[src/rtl/taxi_eth_phy_pkg.sv]
// +----------------------------------------------------------------------+
// | taxi_eth_phy_pkg: shared constants and types for the 66:64 gearbox   |
// | Revision: 1.0                                                        |
// +----------------------------------------------------------------------+
`default_nettype none

package taxi_eth_phy_pkg;

    localparam int GBX_SEQ_LEN   = 33;
    localparam int GBX_BLOCK_W   = 66;
    localparam int GBX_LAST_SLOT = GBX_SEQ_LEN - 1;

    typedef logic [5:0] gbx_slot_t;

    function automatic gbx_slot_t gbx_slot_next(input gbx_slot_t slot);
        return (slot == gbx_slot_t'(GBX_LAST_SLOT)) ? '0 : slot + 6'd1;
    endfunction

endpackage

`default_nettype wire

[src/rtl/taxi_eth_gbx_seq.sv]
// +----------------------------------------------------------------------+
// | taxi_eth_gbx_seq: free-running 33-slot counter with registered       |
// | start/stall requests issued STALL_LEAD cycles ahead of the slot.     |
// | Revision: 1.0                                                        |
// +----------------------------------------------------------------------+
`default_nettype none

module taxi_eth_gbx_seq
    import taxi_eth_phy_pkg::*;
#(
    parameter int STALL_LEAD = 1
) (
    input  logic       clk,
    input  logic       rst_n,
    output logic [5:0] slot_o,
    output logic       req_start_o,
    output logic       req_stall_o
);

    localparam gbx_slot_t STALL_SLOT = gbx_slot_t'(GBX_SEQ_LEN - 1 - STALL_LEAD);
    localparam gbx_slot_t START_SLOT = gbx_slot_t'((GBX_SEQ_LEN - STALL_LEAD) % GBX_SEQ_LEN);

    if (STALL_LEAD < 1 || STALL_LEAD > 16) begin : g_bad_stall_lead
        $fatal(1, "STALL_LEAD must be in 1..16");
    end

    gbx_slot_t slot_q;
    gbx_slot_t slot_d;
    logic      req_start_q;
    logic      req_stall_q;

    always_comb begin
        slot_d = gbx_slot_next(slot_q);
    end

    // Requests are decoded from the next slot so the registered output lines up with it.
    always_ff @(posedge clk or negedge rst_n) begin
        if (!rst_n) begin
            slot_q      <= '0;
            req_start_q <= 1'b0;
            req_stall_q <= 1'b0;
        end else begin
            slot_q      <= slot_d;
            req_start_q <= (slot_d == START_SLOT);
            req_stall_q <= (slot_d == STALL_SLOT);
        end
    end

    assign slot_o      = slot_q;
    assign req_start_o = req_start_q;
    assign req_stall_o = req_stall_q;

endmodule

`default_nettype wire

[src/rtl/taxi_eth_phy_10g_tx_gbx_66_64.sv]
// +----------------------------------------------------------------------+
// | taxi_eth_phy_10g_tx_gbx_66_64: 66:64 TX gearbox, 32 blocks -> 33     |
// | words. Optional macro TAXI_TX_GBX_STAT_CNT_EN adds status counters.  |
// | Revision: 1.0                                                        |
// +----------------------------------------------------------------------+
`default_nettype none

module taxi_eth_phy_10g_tx_gbx_66_64
    import taxi_eth_phy_pkg::*;
#(
    parameter int DATA_W     = 64,
    parameter int HDR_W      = 2,
    parameter int STALL_LEAD = 1
) (
    input  logic              clk,
    input  logic              rst_n,
    input  logic [DATA_W-1:0] serdes_tx_data,
    input  logic              serdes_tx_data_valid,
    input  logic [HDR_W-1:0]  serdes_tx_hdr,
    input  logic              serdes_tx_hdr_valid,
    input  logic              serdes_tx_gbx_start,
    output logic              serdes_tx_gbx_req_start,
    output logic              serdes_tx_gbx_req_stall,
    output logic [DATA_W-1:0] gbx_tx_data,
    output logic              gbx_tx_data_valid,
    output logic              stat_tx_gbx_underflow,
    output logic              stat_tx_gbx_overflow,
    output logic              stat_tx_gbx_seq_err
`ifdef TAXI_TX_GBX_STAT_CNT_EN
    ,
    output logic [15:0]       stat_underflow_cnt,
    output logic [15:0]       stat_overflow_cnt,
    output logic [15:0]       stat_seq_err_cnt
`endif
);

    if (DATA_W != 64) begin : g_bad_data_w
        $fatal(1, "DATA_W must be 64");
    end
    if (HDR_W != 2) begin : g_bad_hdr_w
        $fatal(1, "HDR_W must be 2");
    end

    logic [5:0] slot;
    logic       last_slot;

    taxi_eth_gbx_seq #(
        .STALL_LEAD (STALL_LEAD)
    ) u_seq (
        .clk         (clk),
        .rst_n       (rst_n),
        .slot_o      (slot),
        .req_start_o (serdes_tx_gbx_req_start),
        .req_stall_o (serdes_tx_gbx_req_stall)
    );

    // Header validity is not tracked separately; data_valid qualifies the block.
    logic unused_hdr_valid;
    assign unused_hdr_valid = serdes_tx_hdr_valid;

    logic [GBX_BLOCK_W-1:0] blk;
    logic [6:0]             shamt;
    logic [127:0]           packed_w;
    logic [127:0]           residual_q;
    logic [127:0]           residual_d;
    logic [63:0]            data_q;
    logic [63:0]            data_d;
    logic                   valid_q;
    logic                   uf_q;
    logic                   uf_d;
    logic                   of_q;
    logic                   of_d;
    logic                   se_q;
    logic                   se_d;

    assign last_slot = (slot == gbx_slot_t'(GBX_LAST_SLOT));
    assign blk       = serdes_tx_data_valid ? {serdes_tx_data, serdes_tx_hdr} : '0;
    assign shamt     = {slot, 1'b0};
    assign packed_w  = ({62'b0, blk} << shamt) | residual_q;

    always_comb begin
        residual_d = '0;
        data_d     = residual_q[63:0];
        if (!last_slot) begin
            data_d     = packed_w[63:0];
            residual_d = {64'b0, packed_w[127:64]};
        end
        uf_d = !last_slot && !serdes_tx_data_valid;
        of_d = last_slot && serdes_tx_data_valid;
        se_d = serdes_tx_gbx_start && serdes_tx_data_valid && (slot != '0);
    end

    always_ff @(posedge clk or negedge rst_n) begin
        if (!rst_n) begin
            residual_q <= '0;
            data_q     <= '0;
            valid_q    <= 1'b0;
            uf_q       <= 1'b0;
            of_q       <= 1'b0;
            se_q       <= 1'b0;
        end else begin
            residual_q <= residual_d;
            data_q     <= data_d;
            valid_q    <= 1'b1;
            uf_q       <= uf_d;
            of_q       <= of_d;
            se_q       <= se_d;
        end
    end

    assign gbx_tx_data           = data_q;
    assign gbx_tx_data_valid     = valid_q;
    assign stat_tx_gbx_underflow = uf_q;
    assign stat_tx_gbx_overflow  = of_q;
    assign stat_tx_gbx_seq_err   = se_q;

`ifdef TAXI_TX_GBX_STAT_CNT_EN
    logic [15:0] uf_cnt_q;
    logic [15:0] of_cnt_q;
    logic [15:0] se_cnt_q;

    always_ff @(posedge clk or negedge rst_n) begin
        if (!rst_n) begin
            uf_cnt_q <= '0;
            of_cnt_q <= '0;
            se_cnt_q <= '0;
        end else begin
            if (uf_d && uf_cnt_q != 16'hFFFF) uf_cnt_q <= uf_cnt_q + 16'd1;
            if (of_d && of_cnt_q != 16'hFFFF) of_cnt_q <= of_cnt_q + 16'd1;
            if (se_d && se_cnt_q != 16'hFFFF) se_cnt_q <= se_cnt_q + 16'd1;
        end
    end

    assign stat_underflow_cnt = uf_cnt_q;
    assign stat_overflow_cnt  = of_cnt_q;
    assign stat_seq_err_cnt   = se_cnt_q;
`endif

endmodule

`default_nettype wire

[config.mk]
export PLATFORM = sky130hd
export DESIGN_NAME = taxi_eth_phy_10g_tx_gbx_66_64
export DESIGN_NICKNAME = d
export VERILOG_FILES = /design/src/rtl/taxi_eth_phy_pkg.sv /design/src/rtl/taxi_eth_gbx_seq.sv /design/src/rtl/taxi_eth_phy_10g_tx_gbx_66_64.sv
export SDC_FILE = /design/constraint.sdc
export NUM_CORES = 1
export LEC_CHECK = 0
export BUFFER_PORTS_ARGS = -buffer_cell sky130_fd_sc_hd__buf_2
export CORE_ASPECT_RATIO = 0.9
export CORE_MARGIN = 5
export CORE_UTILIZATION = 40
export DETAILED_ROUTE_END_ITERATION = 6
export HOLD_SLACK_MARGIN = 0.06
export PLACE_DENSITY = 0.7
export SLEW_MARGIN = 0
export SYNTH_ARGS = -nofsm -noshare
export SYNTH_HDL_FRONTEND = slang
export SYNTH_SLANG_ARGS = --single-unit
export TNS_END_PERCENT = 50
[constraint.sdc]
create_clock -name clk -period 3.85 [get_ports clk]
set_clock_uncertainty 0.1 [all_clocks]
set_input_delay 0.77 -clock clk [delete_from_list [all_inputs] [get_ports clk]]
set_output_delay 0.77 -clock clk [all_outputs]
set_load 0.01 [all_outputs]
* After elaboration in Yosys (flattened, before gate mapping)
Cells that the tools add are included.
** Storage, ports and cells
- Register bits after elaboration :: 140
- Input bits :: 71
- Output and inout bits :: 70
- Logic and storage cells :: 26
** Operators by class
- Add/sub/neg operators :: 1
- Eq/ne operators :: 3
- Shift-type cells :: 1
- Mux-type cells :: 4
- Bitwise gates (word level) :: 1
- Reductions and logical operators :: 7
** Operators by type and width (number)
- $mux W64 :: 2
- $or A128 B64 Y128 :: 1
- $shl A66 B7 Y128 :: 1
- $mux W66 :: 1
- $eq A6 B6 Y1 const B :: 2
- $add A6 B1 Y6 const B :: 1
- $eq A6 B5 Y1 const B :: 1
- $mux W6 :: 1
- $reduce_bool A6 Y1 :: 1
- $logic_and A1 B1 Y1 :: 4
- $logic_not A1 Y1 :: 2

* Logic depth before layout (Yosys ltp)
Gate-level depths: netlist of run 1.
- Word-level depth :: 4
- Gate-level depth with buffers :: 13
- Mapped depth without buffers :: 7

* Cells and area by module
A second synthesis of run 1 with hierarchy kept.
** Unflattened totals
- Cells, all modules :: 1049
- Area, all modules :: 10386.2 µm²
** Modules (own cells, without submodules)
- taxi_eth_phy_10g_tx_gbx_66_64 :: times used 1, cells an instance 1016, area an instance 10014.6 µm², sequential area each 3303.2 µm²
- taxi_eth_gbx_seq :: times used 1, cells an instance 33, area an instance 371.6 µm², sequential area each 200.2 µm²

* Worst setup path before layout of run 1
OpenSTA, ideal clock, no wires.
- Path kind :: register to register
- Start :: register u_seq.slot_q[1] (netlist: u_seq.slot_o[1])
- End :: register residual_q[38]
- Setup time :: 0.136 ns
- Arrival :: 3.069 ns
- Data required time :: 3.614 ns
- Slack :: 0.544 ns
- Stages on the path, launching flop included :: 14
- Path buffers :: 6
- Clock period less this slack :: 3.306 ns
- Cells stage by stage :: dfrtp_1 -> buf_2 -> buf_2 -> inv_1 -> clkbuf_1 -> clkbuf_1 -> ha_1 -> or4b_2 -> clkbuf_1 -> nand2_2 -> nor2_1 -> buf_2 -> a22oi_1 -> o21ai_0
** On the way
- Word-level cells in the longest chain between the ends :: 3
- Elaborated cells between the ends (all ways) :: 4
- Classes of those cells :: eq/ne: 1; shift: 1; mux: 1; bitwise: 1
** RTL lines
- start: declaration :: line taxi_eth_gbx_seq.sv:27 : gbx_slot_t slot_q;
- start signal: assignment :: line taxi_eth_gbx_seq.sv:43 : slot_q <= slot_d;
- $shl A66 B7 Y128 :: line taxi_eth_phy_10g_tx_gbx_66_64.sv:79 : assign packed_w = ({62'b0, blk} << shamt) | residual_q;
- $or A128 B64 Y128 :: line taxi_eth_phy_10g_tx_gbx_66_64.sv:79
- $mux W64 (*) :: line taxi_eth_phy_10g_tx_gbx_66_64.sv:84 : if (!last_slot) begin
- named net residual_d[38] :: line taxi_eth_phy_10g_tx_gbx_66_64.sv:65 : logic [127:0] residual_d;
- end signal: assignment :: line taxi_eth_phy_10g_tx_gbx_66_64.sv:102 : residual_q <= residual_d;
- end: declaration :: line taxi_eth_phy_10g_tx_gbx_66_64.sv:64 : logic [127:0] residual_q;
Mark *: on every way through the listed nets, which the timed path passes. The rest lies on a longest branch.

* Worst setup path after layout of run 1
- Start :: register u_seq.slot_q[2] (netlist: u_seq.slot_o[2])
- End :: register data_q[53] (netlist: gbx_tx_data[53])
** On the way
- Word-level cells in the longest chain between the ends :: 3
- Elaborated cells between the ends (all ways) :: 4
- Classes of those cells :: eq/ne: 1; shift: 1; mux: 1; bitwise: 1
** RTL lines
- $shl A66 B7 Y128 :: line taxi_eth_phy_10g_tx_gbx_66_64.sv:79
- $or A128 B64 Y128 :: line taxi_eth_phy_10g_tx_gbx_66_64.sv:79
- $mux W64 (*) :: line taxi_eth_phy_10g_tx_gbx_66_64.sv:84
- named net data_d[53] :: line taxi_eth_phy_10g_tx_gbx_66_64.sv:67 : logic [63:0] data_d;
- end signal: assignment :: line taxi_eth_phy_10g_tx_gbx_66_64.sv:103 : data_q <= data_d;
- end: declaration :: line taxi_eth_phy_10g_tx_gbx_66_64.sv:66 : logic [63:0] data_q;
Marks and branches as above.

==> out/qor.yml, run 1 <==
cellPowerDensity_nw_per_um2: 298
outcome: "finished, final reports clean"
routedWlPerCell_microns: 30.0
cts.clk_slew.worst_paths_ps: 70
post-route-period-util_pct: 85.6
cts_tree: "built"
core_area_sq_um: 26800
cts_buffers: 17
clk_path_buf_depth: 2
worstMarginPinSlew_ps: 1220
cp_top_family: "compound AO/OA/AOI/OAI gates"
grt_overflow: 0
vdd_drop_max_mv: 0.279
final_net_count: 1274
power.share.combinational_pct: 15.6
syn_nets: 1168
avgSynthCellArea_sq_um: 9.90
slowest_delay_ps: 930
io_pins: 141
power.share.switching_pct: 30.0
maxCapViolations: 0
routabilityCongestion: 1.03
viasPerCell: 6.89
hp-class: "in -> async"
p_clk_share_pct: 43.1
cp_num_buf_inv: 1
initial_utilization_pct: 40.4
synthesis.area_sq_um: 10800
critical_path.endpoint_type: "flip-flop"
synth-edff-count: 0
p_switching_w: 0.00111
dr_total_vias: 10800
routed_wl_microns: 47100
slew_headroom_pct: 18.1
ys_ff_latch: 140
rows: 57
ys_types: 77
postCtsResizedCells: 0
firstDrtPassIters: 6
synth-async-reset-ratio_pct: 100
cts_setup_buffers: 0
critical_path_peak_fanout: 54
arrival_ps: 3520
die_w_microns: 183
p_leak_nw: 5.07
num-fill-cells: 2586
grt_setup_unrepaired: "no"
met1_usage_pct: 42.9
grt_pass1_wl_microns: 69900
clk_latency_ps: 440
netlist_instances: 1094
path_cells: "buf_4 > mux2i_1 > o22ai_1 > a222oi_1 > nor2_1 > a211o_1"
met3_usage_pct: 7.47
h-tree-depth: 4
hold_viol: 0
max_freq_ghz: 0.304
yosysWarnings: 0
antenna_found_initial: 0
dp_hpwl_microns: 35200
die_y_microns: 166
yosysSeqAreaShare_pct: 32.3
drv_slew: 0
pwr-share-seq_pct: 41.3
drc_errors: 0
grt_usage_pct: 30.4
grt_busiest_layer: "met2"
syn_to_final_growth_pct: 15.2
antennaDiodeCount: 0
setup_viol: 0
ant_nets: 0
critPathRequiredTime_ps: 4080
period_needed_ps: 3290
fin_tns_setup_ps: 0
hold_buffers: 0
cts_root_buffer: "clkbuf_16"
grt_util_met2_pct: 44.4
die_area_sq_um: 30500
utilization_pct: 46.5
critical_path_class: "reg -> reg"
ys.flop_type: "dfrtp_1"
drive_above_1_share_pct: 28.4
drt_iter0_markers: 1773
grt_max_degree: 102
grt_pass1_vias: 10200
clkSinkCount: 140
worstSetupStartpointType: "flip-flop"
port_buffers: 139
slowest_stage: "dfrtp_4"
cellInternalPower_w: 0.00260
==> area by class of cell <==
cell class | count | area, sq um | area share, %
timing repair buffer | 193 | 1170 | 9.37
inverter | 17 | 63.8 | 0.511
clock inverter | 14 | 124 | 0.992
multi-input combinational | 831 | 6730 | 53.9
sequential | 140 | 3520 | 28.2
tap | 354 | 443 | 3.55
clock buffer | 18 | 439 | 3.52
==> Yosys cell counts (all sizes together) (10+ instances only) <==
master / n / area [sq um]
dfrtp: 140 / 3500
nand2: 95 / 359
mux2i: 91 / 911
mux4: 58 / 1310
buf: 57 / 360
nor2: 57 / 214
clkbuf: 49 / 184
a21oi: 44 / 220
mux2: 36 / 409
o21ai: 32 / 160
o221ai: 28 / 245
o22ai: 28 / 175
a22oi: 24 / 180
nand3: 24 / 120
o21bai: 24 / 180
a21o: 21 / 158
o211ai: 19 / 143
inv: 16 / 60.1
nor3: 15 / 75.1
a221oi: 14 / 135
and2: 14 / 87.6
a31oi: 12 / 75.1
and3: 12 / 75.1
nand2b: 12 / 75.1
nor2b: 12 / 75.1
o22a: 12 / 105
a2bb2oi: 10 / 87.6
o2bb2ai: 10 / 87.6
==> metrics by stage <==
| step | worst slack [ps] | power, W | hold WS, ps | std cells | area [sq um] |
|---|---|---|---|---|---|
| 2_1_floorplan | 544 | 0.00184 | 304 | 1094 | 10800 |
| 3_3_place_gp | 725 | 0.00212 | 312 | 1535 | 11900 |
| 3_5_place_dp | 671 | 0.00213 | 315 | 1535 | 11900 |
| 4_1_cts | 649 | 0.00372 | 242 | 1567 | 12500 |
| 5_1_grt | 377 | 0.00383 | 276 | 1567 | 12500 |
| 6_report | 556 | 0.00372 | 214 | 1567 | 12500 |
==> power groups by stage <==
stage | Sequential (W) | Combinational (W) | Clock (W)
5_1_grt | 0.00154 | 0.000610 | 0.00168
4_1_cts | 0.00154 | 0.000565 | 0.00162
2_1_floorplan | 0.00158 | 0.000252 | 0
3_3_place_gp | 0.00156 | 0.000560 | 0
6_report | 0.00153 | 0.000579 | 0.00160
3_5_place_dp | 0.00156 | 0.000562 | 0
==> layout by cell type, fill, tap and decap left out, drive strengths merged, types with 8 or more instances in the layout <==
| cell | count |
|---|---|
| a2bb2oi | 10 |
| mux4 | 58 |
| o22ai | 28 |
| nor2 | 57 |
| clkbuf | 18 |
| o21bai | 24 |
| a31oi | 12 |
| mux2i | 91 |
| a22oi | 24 |
| nand2 | 95 |
| nor2b | 12 |
| a221oi | 14 |
| nor3 | 15 |
| and2 | 14 |
| a21oi | 44 |
| buf | 193 |
| o211ai | 19 |
| nand3 | 24 |
| nor4 | 8 |
| inv | 24 |
| a21o | 21 |
| and3 | 12 |
| dfrtp | 140 |
| mux2 | 36 |
| o2bb2ai | 10 |
| o21ai | 32 |
| nand2b | 12 |
| o221ai | 28 |
| o22a | 12 |
==> cells by family (layout without fill, tap and decap cells) <==
family	Yosys count	count (layout)	synth area share (%)
compound gates	357	357	24.5
xor+xnor	3	3	0.243
fa+ha+maj	3	3	0.347
buf+inv	123	242	5.61
flops	140	140	32.3
mux	185	185	24.3
other cells	1	1	0.0346
simple gates	282	282	12.7
==> layer usage <==
metal,vias to the layer above,wire [microns]
li1,4506,-
met1,5332,18700
met2,820,20300
met3,144,5520
met4,0,2540
met5,-,0
==> worst paths after layout <==
path	start	endpoint	slack, ps	cells after the start
hold reg to reg	residual_q[22]	gbx_tx_data[22]	330	1
hold / removal	rst_n	stat_tx_gbx_overflow	210	1
setup / recovery	u_seq.slot_o[2]	gbx_tx_data[53]	560	6
setup reg to reg	u_seq.slot_o[2]	gbx_tx_data[53]	560	6
max in group asynchronous	rst_n	residual_q[24]	2570	2
min in group clk	residual_q[22]	gbx_tx_data[22]	330	1
Power figures use the tool's default switching activity.
==> run 2: changes to the inputs <==
--- a/config.mk
+++ b/config.mk
@@ -6,12 +6,14 @@
 export NUM_CORES = 1
 export LEC_CHECK = 0
 export BUFFER_PORTS_ARGS = -buffer_cell sky130_fd_sc_hd__buf_2
+export CELL_PAD_IN_SITES_DETAIL_PLACEMENT = 0
+export CELL_PAD_IN_SITES_GLOBAL_PLACEMENT = 1
 export CORE_ASPECT_RATIO = 0.9
 export CORE_MARGIN = 5
 export CORE_UTILIZATION = 40
 export DETAILED_ROUTE_END_ITERATION = 6
 export HOLD_SLACK_MARGIN = 0.06
-export PLACE_DENSITY = 0.7
+export PLACE_DENSITY = 0.83
 export SLEW_MARGIN = 0
 export SYNTH_ARGS = -nofsm -noshare
 export SYNTH_HDL_FRONTEND = slang
==> run 2 against run 1 <==
Compared with the run above: the flow now finishes with violations (design-rule violations); non-clock buffer count is 9 higher; setup slack improved by 41 ps; via count increased by 0.78%; critical path depth rose by 1; sequential share of layout area decreased by 0.28 points; maximum frequency increased by 1.2%; final area increased by 0.99%; sequential power about the same; clock power grew 16%; first-iteration DRC count grew 4.3%; flip-flop and latch count stayed put; combinational power rose by 1%; highest routed layer is now met5.
==> out/qor.yml, run 2 (synthesis gave the netlist of run 1 again) <==
outcome: "finished, violations left"
violations: "design-rule violations"
cts_setup_buffers: 0  # unchanged
cts_buffers: 17  # unchanged
hold_viol: 0  # unchanged
layout_commonest_cell: "buf_2"
grt_usage_pct: 31.6  # +1.2 points
h-tree-depth: 4  # unchanged
critical_path_class: "reg -> reg"
p_leak_nw: 5.17  # +1.9%
grt_pass1_vias: 10500  # +3.5%
cp_num_buf_inv: 2  # +1
grt_pass1_wl_microns: 72600  # +3.9%
cellInternalPower_w: 0.00286  # +9.9%
drc_errors: 2  # +2
grt_setup_unrepaired: "no"
ant_nets: 0  # unchanged
routabilityCongestion: 1.02  # -1.2%
initial_utilization_pct: 40.4  # unchanged
maxCapViolations: 0  # unchanged
fin_tns_setup_ps: 0  # unchanged
antennaDiodeCount: 0  # unchanged
critical_path.endpoint_type: "flip-flop"
multiInputGateArea_sq_um: 6730  # unchanged
io_pins: 141  # unchanged
utilization_pct: 47.0  # +0.46 points
antenna_found_initial: 3  # +3
critPathRequiredTime_ps: 4020  # -60 ps
hold_buffers: 0  # unchanged
fin_area_sq_um: 12600  # +0.99%
clk_path_buf_depth: 2  # unchanged
final_net_count: 1283  # +0.71%
cts_tree: "built"
postCtsResizedCells: 0  # unchanged
rows: 57  # unchanged
port_buffers: 139  # unchanged
grt_overflow: 0  # unchanged
die_y_microns: 166  # unchanged
grt_max_degree: 102  # unchanged
slew_headroom_pct: 23.8  # +5.7 points
period_needed_ps: 3250  # -40.6 ps
critical_path_peak_fanout: 48  # -11%
p_switching_w: 0.00111  # -0.46%
pwr-share-seq_pct: 38.7  # -2.6 points
hp-class: "in -> async"
cts_root_buffer: "clkbuf_16"
instances_no_fill: 1576  # +0.57%
power.share.combinational_pct: 14.8  # -0.8 points
routedWlPerCell_microns: 31.3  # +4.3%
slowest_delay_ps: 760  # -170 ps
worstSetupStartpointType: "flip-flop"
drive_above_1_share_pct: 29.0  # +0.53 points
clk_latency_ps: 430  # about the same
syn_to_final_growth_pct: 16.4
max_freq_ghz: 0.307  # +1.2%
num-fill-cells: 2591  # +0.19%
drt_iter0_markers: 1850  # +4.3%
routed_wl_microns: 49400  # +4.9%
vdd_drop_max_mv: 0.246  # -12%
clkSinkCount: 140  # unchanged
dr_total_vias: 10900  # +0.78%
slowest_stage: "dfrtp_4"
drv_slew: 0  # unchanged
final_cell_mix: "138 x buf_2, 135 x dfrtp_1, 94 x nand2_1"
cts.clk_slew.worst_paths_ps: 70  # about the same
die_area_sq_um: 30500  # unchanged
dpl-instance-area_sq_um: 12000  # +0.36%
power.share.switching_pct: 28.0  # -2.0 points
worstMarginPinSlew_ps: 1140  # -80.7 ps
p_clk_share_pct: 46.5  # +3.4 points
area.sequential_sq_um: 3520  # unchanged
arrival_ps: 3420  # -100 ps
holdWs_ps: 242  # +28.4 ps
dp_cells: 1544  # +0.59%
path_cells: "buf_12 > mux2_2 > a2bb2oi_1 > o22ai_1 > a2111oi_0 > buf_4 > a22oi_1"
core_area_sq_um: 26800  # unchanged
viasPerCell: 6.91  # +0.20%
dp_hpwl_microns: 36800  # +4.6%
cellPowerDensity_nw_per_um2: 315  # +5.8%
post-route-period-util_pct: 84.5  # -1.1 points
firstDrtPassIters: 7  # +1
die_w_microns: 183  # unchanged
cp_top_family: "compound AO/OA/AOI/OAI gates"
setup_viol: 0  # unchanged
## run 2: worst paths after layout
kind / cells past startpoint / from / slack (ps) / endpoint
setup reg to reg: 7 / u_seq.slot_o[2] / 600 / residual_q[60]
setup / recovery: 7 / u_seq.slot_o[2] / 600 / residual_q[60]
hold / removal: 1 / rst_n / 240 / u_seq.req_start_o
max in group asynchronous: 2 / rst_n / 2550 / gbx_tx_data[40]
min in group clk: 1 / residual_q[16] / 320 / gbx_tx_data[16]
hold reg to reg: 1 / residual_q[16] / 320 / gbx_tx_data[16]
## run 2: layout make-up
class | count | share of cell area (%)
clock buffer | 18 | 3.48
clock inverter | 14 | 1.63
inverter | 17 | 0.506
timing repair buffer | 202 | 9.62
multi-input combinational | 831 | 53.4
tap | 354 | 3.51
sequential | 140 | 27.9
## run 2: power by group through the flow
stage | clock network (W) | registers [W] | logic [W]
finish | 0.00185 | 0.00154 | 0.000586
global route | 0.00192 | 0.00154 | 0.000617
CTS | 0.00187 | 0.00154 | 0.000574
detailed placement | 0 | 0.00156 | 0.000570
global placement | 0 | 0.00156 | 0.000567
floorplan | 0 | 0.00158 | 0.000252
## run 2: metal layers
layer	wire, microns	track usage, %
met5	13	0
met4	2100	12.1
met3	5320	8.13
met2	22300	48.1
met1	19600	43.5
## run 2: per-stage QoR
stage / power (W) / worst slack [ps]
floorplan: 0.00184 / 544
global placement: 0.00213 / 625
detailed placement: 0.00213 / 675
CTS: 0.00398 / 675
global route: 0.00408 / 554
finish: 0.00397 / 596
==> run 3: changes to the inputs <==
--- a/config.mk
+++ b/config.mk
@@ -5,6 +5,7 @@
 export SDC_FILE = /design/constraint.sdc
 export NUM_CORES = 1
 export LEC_CHECK = 0
+export ABC_AREA = 1
 export BUFFER_PORTS_ARGS = -buffer_cell sky130_fd_sc_hd__buf_2
 export CELL_PAD_IN_SITES_DETAIL_PLACEMENT = 0
 export CELL_PAD_IN_SITES_GLOBAL_PLACEMENT = 1
@@ -13,7 +14,7 @@
 export CORE_UTILIZATION = 40
 export DETAILED_ROUTE_END_ITERATION = 6
 export HOLD_SLACK_MARGIN = 0.06
-export PLACE_DENSITY = 0.83
+export PLACE_DENSITY = 0.9
 export SLEW_MARGIN = 0
 export SYNTH_ARGS = -nofsm -noshare
 export SYNTH_HDL_FRONTEND = slang
==> constraint.sdc (replaced) <==
create_clock -name clk -period 3.3 [get_ports clk]
set_clock_uncertainty 0.1 [all_clocks]
set_input_delay 0.66 -clock clk [delete_from_list [all_inputs] [get_ports clk]]
set_output_delay 0.66 -clock clk [all_outputs]
set_load 0.01 [all_outputs]
==> run 3 against run 2 <==
Compared with the run above: critical endpoint is now residual_q[2]; count of clock-buffer cells in the layout fell by 1; highest routed layer is now met4; sequential share of layout area rose by 2.6 points; maximum frequency rose by 13%; final cell count rose by 25%; hold slack got worse by 130 ps; the flow still finishes with violations (design-rule violations).
==> out/qor.yml, run 3 <==
synth-edff-count: 0  # unchanged
cts_tree: "built"
cellPowerDensity_nw_per_um2: 374  # +19%
grt_max_degree: 90  # -12%
arrival_ps: 3090  # -330 ps
synth_common_cells: "611 x nand3_1, 419 x nand2_1, 140 x dfrtp_1"
clk_path_buf_depth: 2  # unchanged
grt_overflow: 0  # unchanged
cts_root_buffer: "clkbuf_16"
synthesis.area_sq_um: 10000  # -7.6%
synth.most_common_cell: "nand3_1"
netlist_instances: 1554  # +42%
hold_buffers: 0  # unchanged
grt_pass1_vias: 10600  # +0.56%
routabilityCongestion: 1.04  # +1.8%
syn_nets: 1628  # +39%
synth-async-reset-ratio_pct: 100  # unchanged
core_area_sq_um: 24900  # -7.1%
slowest_stage: "nor2_2"
p_leak_nw: 6.15  # +19%
port_buffers: 139  # unchanged
slew_headroom_pct: 26.7  # +3.0 points
cts_setup_buffers: 0  # unchanged
hp-class: "in -> async"
antenna_found_initial: 0  # -3
critical_path_class: "reg -> reg"
synth_top_area_share_pct: 35.0  # +2.7 points
violations: "design-rule violations"
avgSynthCellArea_sq_um: 6.44  # -35%
cp_top_family: "simple AND/OR/NAND/NOR gates"
die_w_microns: 177  # -3.7%
grt_pass1_wl_microns: 65600  # -9.5%
dp_hpwl_microns: 32100  # -13%
critical_path.endpoint_type: "flip-flop"
yosysWarnings: 0  # unchanged
worstSetupStartpointType: "flip-flop"
max_freq_ghz: 0.347  # +13%
routed_wl_microns: 43300  # -12%
routedWlPerCell_microns: 22.0  # -30%
worstMarginPinSlew_ps: 1100  # -45.5 ps
viasPerCell: 5.79  # -16%
vdd_drop_max_mv: 0.301  # +22%
grt_setup_unrepaired: "no"
rows: 55  # -3.5%
drv_slew: 0  # unchanged
post-route-period-util_pct: 87.3  # +2.8 points
firstDrtPassIters: 7  # unchanged
final_cell_mix: "611 x nand3_1, 419 x nand2_1, 137 x buf_2"
setup_viol: 0  # unchanged
yosysSeqAreaShare_pct: 35.0  # +2.7 points
maxCapViolations: 0  # unchanged
ant_nets: 0  # unchanged
drt_iter0_markers: 1546  # -16%
slowest_delay_ps: 870  # +110 ps
grt_usage_pct: 30.6  # -0.99 points
h-tree-depth: 4  # unchanged
synth_area_leaders: "dfrtp_1 35%, nand3_1 31%, nand2_1 16%, inv_1 3.0%, buf_2 2.3%"
initial_utilization_pct: 40.2  # -0.23 points
period_needed_ps: 2880  # -372 ps
synth_top_cell_by_area: "dfrtp_1"
ys_types: 30  # -61%
drc_errors: 10  # +8
antennaDiodeCount: 0  # unchanged
critPathRequiredTime_ps: 3510  # -510 ps
fin_tns_setup_ps: 0  # unchanged
dp_cells: 1940  # +26%
ys_ff_latch: 140  # unchanged
outcome: "finished, violations left"
clkSinkCount: 140  # unchanged
path_cells: "nor2_2 > inv_1 > buf_4 > o21ai_0 > nor2_1"
ys.flop_type: "dfrtp_1"
dr_total_vias: 11400  # +4.9%
die_area_sq_um: 28300  # -7.2%
hold_viol: 0  # unchanged
postCtsResizedCells: 0  # unchanged
clk_latency_ps: 440  # about the same
syn_to_final_growth_pct: 14.9
critical_path_peak_fanout: 18  # -63%
die_y_microns: 160  # -3.7%
cts_buffers: 17  # unchanged
instances_no_fill: 1972  # +25%
io_pins: 141  # unchanged
layout_commonest_cell: "nand3_1"
cts.clk_slew.worst_paths_ps: 80  # about the same
drive_above_1_share_pct: 13.4  # -16 points
final_net_count: 1691  # +32%
cp_num_buf_inv: 2  # unchanged
run 3: final timing paths:
kind | cells after the start | to | from | slack, ps
setup / recovery | 5 | residual_q[2] | u_seq.slot_o[5] | 420
hold / removal | 1 | gbx_tx_data[55] | rst_n | 120
setup reg to reg | 5 | residual_q[2] | u_seq.slot_o[5] | 420
hold reg to reg | 2 | gbx_tx_data[58] | residual_q[58] | 320
max in group asynchronous | 2 | gbx_tx_data[16] | rst_n | 2210
min in group clk | 2 | gbx_tx_data[58] | residual_q[58] | 320
run 3: cells by family (layout without fill, tap and decap cells):
| logic type | count (synthesis) | after routing | synth area share (%) |
|---|---|---|---|
| AOI/OAI and AO/OA | 102 | 102 | 6.13 |
| buffers and inverters | 210 | 286 | 8.82 |
| and+or+nand+nor | 1097 | 1097 | 49.5 |
| DFF | 140 | 140 | 35.0 |
| xor gates and xnor gates | 1 | 1 | 0.0875 |
| adders and majority gates | 3 | 3 | 0.375 |
| other | 1 | 1 | 0.0375 |
run 3: stage by stage:
| step | cell area (sq um) | utilization, % | worst slack, ps | hold WS [ps] | power, W |
|---|---|---|---|---|---|
| finish | 11500 | 46.2 | 418 | 116 | 0.00430 |
| global route | 11500 | 46.2 | 423 | 180 | 0.00447 |
| CTS | 11500 | 46.2 | 565 | 154 | 0.00431 |
| detailed placement | 10900 | 43.7 | 571 | 315 | 0.00232 |
| global placement | 10900 | 43.7 | 601 | 314 | 0.00232 |
| floorplan | 10000 | - | 1070 | 264 | 0.00208 |
run 3: report_power, final:
group          internal (W)  total, W  leakage, nW  switching [W]
logic              0.000163  0.000506         4.03       0.000343
clock network       0.00114   0.00200        0.289       0.000862
registers           0.00178   0.00179         1.83      0.0000138
run 3: layout make-up:
| cell class | count | area, sq um |
|---|---|---|
| Fill cell | 2607 | 13400 |
| Timing Repair Buffer | 166 | 1010 |
| Sequential cell | 140 | 3510 |
| Multi-Input combinational cell | 1204 | 5620 |
| Clock inverter | 15 | 176 |
| Inverter | 88 | 330 |
| Tap cell | 342 | 428 |
| Clock buffer | 17 | 425 |
run 3: metal layers:
layer	up-vias	track usage, %	wire length (microns)
li1	5376	-	-
met1	5373	42.2	18000
met2	581	46.4	19100
met3	94	7.03	4140
met4	0	12.9	2040
met5	-	0	0
run 3: worst reg2reg max path: cells and delay by family (launching register included):
family	cells	cell delay, ps
DFF	1	490
and+or+nand+nor	2	950
buffers and inverters	2	930
AOI/OAI and AO/OA	1	290
